[src/rtl/morse_tx.sv]
// Serial on/off pattern transmitter: sends a left-aligned pattern MSB-first, DIV clocks per bit.
// Define MORSE_TX_GAP_EN to append GAP_TICKS silent units (busy held) before done.
module morse_tx #(
    parameter int unsigned PAT_W     = 14,
    parameter int unsigned DIV       = 25000000,
    parameter int unsigned LEN_W     = $clog2(PAT_W + 1),
    parameter int unsigned GAP_TICKS = 3
) (
    input  logic             CLOCK_50,
    input  logic             reset,
    input  logic             start,
    input  logic             abort,
    input  logic [PAT_W-1:0] pat,
    input  logic [LEN_W-1:0] len,
    output logic             tx,
    output logic             busy,
    output logic             done
);

    localparam int unsigned DIV_W = (DIV > 1) ? $clog2(DIV) : 1;
    localparam int unsigned BIT_W = $clog2(PAT_W + 1);
    localparam logic [DIV_W-1:0] DIV_LAST = DIV_W'(DIV - 1);

`ifdef MORSE_TX_GAP_EN
    localparam int unsigned GAP_W = (GAP_TICKS > 1) ? $clog2(GAP_TICKS) : 1;
    localparam logic [GAP_W-1:0] GAP_LAST = GAP_W'(GAP_TICKS - 1);

    typedef enum logic [1:0] {StIdle, StSend, StGap} state_e;

    logic [GAP_W-1:0] gap_q;
`else
    typedef enum logic [1:0] {StIdle, StSend} state_e;
`endif

    state_e           state_q;
    logic [PAT_W-1:0] shift_q;
    logic [BIT_W-1:0] bits_q;
    logic [DIV_W-1:0] div_q;
    logic             tx_q;
    logic             busy_q;
    logic             done_q;

    logic [BIT_W-1:0] len_n;
    logic [PAT_W-1:0] shift_nx;

    always_comb begin
        len_n = BIT_W'(len);
        if (32'(len) > PAT_W) begin
            len_n = BIT_W'(PAT_W);
        end
        shift_nx = shift_q << 1;
    end

    always_ff @(posedge CLOCK_50 or negedge reset) begin
        if (!reset) begin
            state_q <= StIdle;
            shift_q <= '0;
            bits_q  <= '0;
            div_q   <= '0;
            tx_q    <= 1'b0;
            busy_q  <= 1'b0;
            done_q  <= 1'b0;
`ifdef MORSE_TX_GAP_EN
            gap_q   <= '0;
`endif
        end else begin
            done_q <= 1'b0;
            unique case (state_q)
                StIdle: begin
                    if (start) begin
                        if (len_n != '0) begin
                            shift_q <= pat;
                            bits_q  <= len_n;
                            div_q   <= DIV_LAST;
                            tx_q    <= pat[PAT_W-1];
                            busy_q  <= 1'b1;
                            state_q <= StSend;
                        end else begin
                            // Empty pattern completes at once and skips any gap.
                            done_q <= 1'b1;
                        end
                    end
                end
                StSend: begin
                    if (abort) begin
                        state_q <= StIdle;
                        tx_q    <= 1'b0;
                        busy_q  <= 1'b0;
                    end else if (div_q != '0) begin
                        div_q <= div_q - 1'b1;
                    end else begin
                        div_q  <= DIV_LAST;
                        bits_q <= bits_q - 1'b1;
                        if (bits_q > BIT_W'(1)) begin
                            shift_q <= shift_nx;
                            tx_q    <= shift_nx[PAT_W-1];
                        end else begin
                            tx_q <= 1'b0;
`ifdef MORSE_TX_GAP_EN
                            if (GAP_TICKS != 0) begin
                                gap_q   <= GAP_LAST;
                                state_q <= StGap;
                            end else begin
                                state_q <= StIdle;
                                busy_q  <= 1'b0;
                                done_q  <= 1'b1;
                            end
`else
                            state_q <= StIdle;
                            busy_q  <= 1'b0;
                            done_q  <= 1'b1;
`endif
                        end
                    end
                end
`ifdef MORSE_TX_GAP_EN
                StGap: begin
                    if (abort) begin
                        state_q <= StIdle;
                        tx_q    <= 1'b0;
                        busy_q  <= 1'b0;
                    end else if (div_q != '0) begin
                        div_q <= div_q - 1'b1;
                    end else begin
                        div_q <= DIV_LAST;
                        if (gap_q == '0) begin
                            state_q <= StIdle;
                            busy_q  <= 1'b0;
                            done_q  <= 1'b1;
                        end else begin
                            gap_q <= gap_q - 1'b1;
                        end
                    end
                end
`endif
                default: begin
                    state_q <= StIdle;
                    tx_q    <= 1'b0;
                    busy_q  <= 1'b0;
                end
            endcase
        end
    end

    assign tx   = tx_q;
    assign busy = busy_q;
    assign done = done_q;

endmodule
[config.mk]
export PLATFORM = sky130hd
export DESIGN_NAME = morse_tx
export DESIGN_NICKNAME = d
export VERILOG_FILES = /design/src/rtl/morse_tx.sv
export SDC_FILE = /design/constraint.sdc
export NUM_CORES = 1
export LEC_CHECK = 0
export BUFFER_PORTS_ARGS = -buffer_cell sky130_fd_sc_hd__buf_2
export CORE_MARGIN = 4
export CORE_UTILIZATION = 55
export CTS_CLUSTER_SIZE = 40
export DETAILED_ROUTE_END_ITERATION = 6
export PLACE_DENSITY_LB_ADDON = 0.1
export SETUP_SLACK_MARGIN = 0.4
export SYNTH_ARGS = -nofsm -noshare
export SYNTH_HDL_FRONTEND = slang
export SYNTH_SLANG_ARGS = --single-unit
export TNS_END_PERCENT = 100
[constraint.sdc]
create_clock -name CLOCK_50 -period 5.05 [get_ports CLOCK_50]
set_input_delay 0.505 -clock CLOCK_50 [delete_from_list [all_inputs] [get_ports CLOCK_50]]
set_output_delay 0.505 -clock CLOCK_50 [all_outputs]
set_load 0.01 [all_outputs]
==> results.md <==
- Post-synthesis xor/xnor area fraction: 2.402%
- Main combinational cell family by area after synthesis: simple AND/OR/NAND/NOR gates
- Kind of critical path: flip-flop to flip-flop
- Layout cells sized above 1: 22.11%
- Ys flop type: dfrtp_1
- Post-synthesis instance area: ~2600 um2
- Mux contribution to synthesized area: 0.3922%
- Tot Pwr: 1.035 mW
- Per-cell routed wire length: 17.62 um
- Setup bufs post-CTS: 0
- Die width: 76.13 um
- Global-route wire length before repair: 10490 um
- Setup TNS: 0 ns
- Unrepaired setup endpoints after global routing: false
- Post-DP HPWL: 4148 um
- Post-CTS Resized: 0
- Crit path max fanout: 6
- CORE AREA: 4414 um2
- Reg2Reg Launch Point: div_q[0]$_DFFE_PN0P_
- Nature of the critical path startpoint: flip-flop
- DR iter-0 viols: 126
- IO Count: 25
- Post-Place Cells: 329
- Power Dens Cells: 372.9 nW/um2
- Hold WS: 0.3689 ns
- Count of final hold-check violations: 0
- DR vias/cell: 6.335
- Largest net degree at the start of global routing: 46
- Worst-Skew Late Latency: 0.30 ns
- Die Height: roughly 76 um
- Crit. End Element: flip-flop
- FP Rows: 24
- Critical Path AT: 2.82 ns
- Die ar.: approximately 5800 um2
- Vias: roughly 2100
- Grt ovf: 0
- Post-Synth Adder-Cell Area: under 10%
- CP delay by family, top: simple AND/OR/NAND/NOR gates
- Peak VDD IR: between 0.15 and 0.2 mV
- Clock root cell: clkbuf_8
- Clk sinks: 45
- P_leak: a little over 1 nW
- Hold WC Path Type: input pin to async pin
- Avg Inst Size Synth: between 9 and 10 um2
- GPL Wtd Cong: 0.9155
- Post-Route Skew: approximately 0.0076 ns
- Outcome: finished, final reports clean
- Crit path from: div_q[0]$_DFFE_PN0P_
- Final setup fails: 0
- Hold_buf cts: 0
- Num CTS Buffers: 5
- Drt first pass iters: 4
- Post-synthesis register bit count: 45
- Ys Warns: 0
- Area grow syn2layout: 8.774%
- Slew Limit Headroom: 26.03%
- Multi-input gate area: roughly 1300 um2
- Bufs and invs on worst path: 1
- Final Slew Violations: 0
- Layout fillers: 382
- FMAX: between 300 and 400 MHz
- Cell Chain, Critical Path: inv_1 -> ha_1 -> nor4b_2 -> nand2_2 -> nor4_1 -> nor2_1 -> a31oi_1
- Syn Inst Count: approximately 260
- Initial Util: 57.82%
- Fraction of synthesis flops using an asynchronous set or reset pin: 100.0%
- Clock Tree Buf Depth: 2
- Antenna Cells: 0
- Required time of the critical path: between 5 and 6 ns
- Post-synthesis cell type count: 58
- Final WL: 5937 um
- Min Clock Period, post-route: 2.604 ns
- Critical path's slowest cell: nor4_1
- Crit path setup slack, layout: 2.446 ns
- ANT nets after route: 0
- Simple-Gate Fraction of Synth Area: 25.88%
- Sequential cell area fraction in the yosys report: 44.12%
- Syn Nets: between 200 and 300
- Worst slack, placed: 2.471 ns
- Final Cycle Share: 51.56%
- Register Area: 1126 um2
- CTS clock-pin slew for the worst setup and hold paths: 0.09 ns
- Max-cap violation count: 0
- GR Util All Layers: 21.67%
- Post-Layout Cell Count: about 340
- EDFF count, synth: 0
- Initial antenna violation count: 0
- Remaining DRCs: 0
- Nets: 309
- I/O Buffers: 24
- Post-synthesis compound-gate area fraction: 21.47%
- H-tree Lvls: 2
- CTS tree: built
- Critical Path Max Stage Delay: 0.76 ns
- Worst-margin pin slew: about 1.1 ns
- Vias in the first global route: 2058
==> sequential cells by signal (all words and copies together), names as in the netlist <==
name,count
busy,1
done,1
tx,1
div_q,25
bits_q,4
shift_q,13
==> path summary, 6_finish.rpt <==
path	endpoint	slack, ns	cells after the start
hold reg to reg	div_q[24]$_DFFE_PN0P_	0.49	1
hold / removal	shift_q[9]$_DFFE_PN0P_	0.37	1
min in group CLOCK_50	shift_q[0]$_DFFE_PN0P_	0.42	3
setup / recovery	div_q[5]$_DFFE_PN0P_	2.45	7
setup reg to reg	div_q[5]$_DFFE_PN0P_	2.45	7
max in group asynchronous	div_q[9]$_DFFE_PN0P_	4.05	1
==> cell usage in the layout (no fill, tap or decap), drive strengths merged, types with 2 or more instances in the layout <==
cell	netlist	layout
dfrtp	45	45
buf	8	26
nand2	22	22
nor2	17	17
or3	17	17
a21oi	15	15
o21ai	14	14
nor4	14	14
o221a	12	12
nor3	11	11
inv	8	8
xnor2	7	7
nand3	7	7
nand2b	6	6
clkbuf	4	6
or4	5	5
o31ai	4	4
a31oi	4	4
nand4	4	4
o211ai	4	4
o22a	3	3
ha	3	3
and2b	2	2
and3	2	2
o22ai	2	2
o31a	2	2
or2	2	2
clkinv	0	2
==> stage by stage <==
step	area [um2]	util, %
2_1_floorplan	2552	-
3_3_place_gp	2680	60.71
3_5_place_dp	2680	60.71
4_1_cts	2776	62.90
5_1_grt	2776	62.90
6_report	2776	62.90
==> cell usage after synthesis, types with 2 or more instances <==
master     n  area share [%]
nor4_2     2            0.98
nand2_1   21             3.1
buf_2      3            0.59
nor3_1    11             2.2
o21ai_0   14             2.7
o31ai_1    4             1.2
o22a_1     3             1.0
a31oi_1    4            0.98
inv_1      8             1.2
buf_4      2            0.59
a21oi_1   12             2.4
or3_1     15             3.7
xnor2_1    7             2.4
buf_6      3             1.3
o221a_2   11             4.9
nand4_1    4            0.98
clkbuf_1   4            0.59
o22ai_1    2            0.49
a21oi_4    2             1.3
nand3_1    6             1.2
and2b_2    2            0.69
and3_1     2            0.49
or3_2      2            0.59
o211ai_1   4             1.2
nor4_1    12             2.9
ha_1       3             1.5
or4_1      3            0.88
dfrtp_1   45              44
nand2b_1   6             1.5
o31a_1     2            0.69
nor2_1    17             2.5
==> kinds of logic after synthesis <==
logic type               after synthesis
AO/OA/AOI/OAI                         72
flip-flops                            45
multiplexers                           1
buffers and inverters                 20
adder cells (fa/ha/maj)                3
XOR/XNOR                               7
AND/OR/NAND/NOR                      115
==> final cells by class <==
type                            instances  share of cell area [%]
Clock buffer                            6                   2.974
Clock inverter                          2                  0.4957
Sequential cell                        45                   40.56
Multi-Input combinational cell        198                   47.68
Timing Repair Buffer                   26                   4.867
Tap cell                               52                   2.343
Inverter                                8                   1.082
==> layer usage <==
metal,vias to the layer above,global-route usage (%),share of wire [%]
met5,-,0,0
met1,1037,33.31,49
li1,1046,-,-
met2,47,31.68,45
met3,5,4.137,5.7
met4,0,4.545,0.72
==> worst reg2reg max path, delay by kind of cell, from the launching register on <==
family | cells | cell delay [ns]
buf+inv | 1 | 0.07
compound gates | 1 | 0.23
fa+ha+maj | 1 | 0.23
simple gates | 4 | 1.58
flops | 1 | 0.42
==> report_power, final <==
part | switching (mW) | internal, mW
registers | 0.104 | 0.440
logic | 0.128 | 0.125
clock network | 0.128 | 0.111
Note: power is estimated with default switching activity, not from simulation.
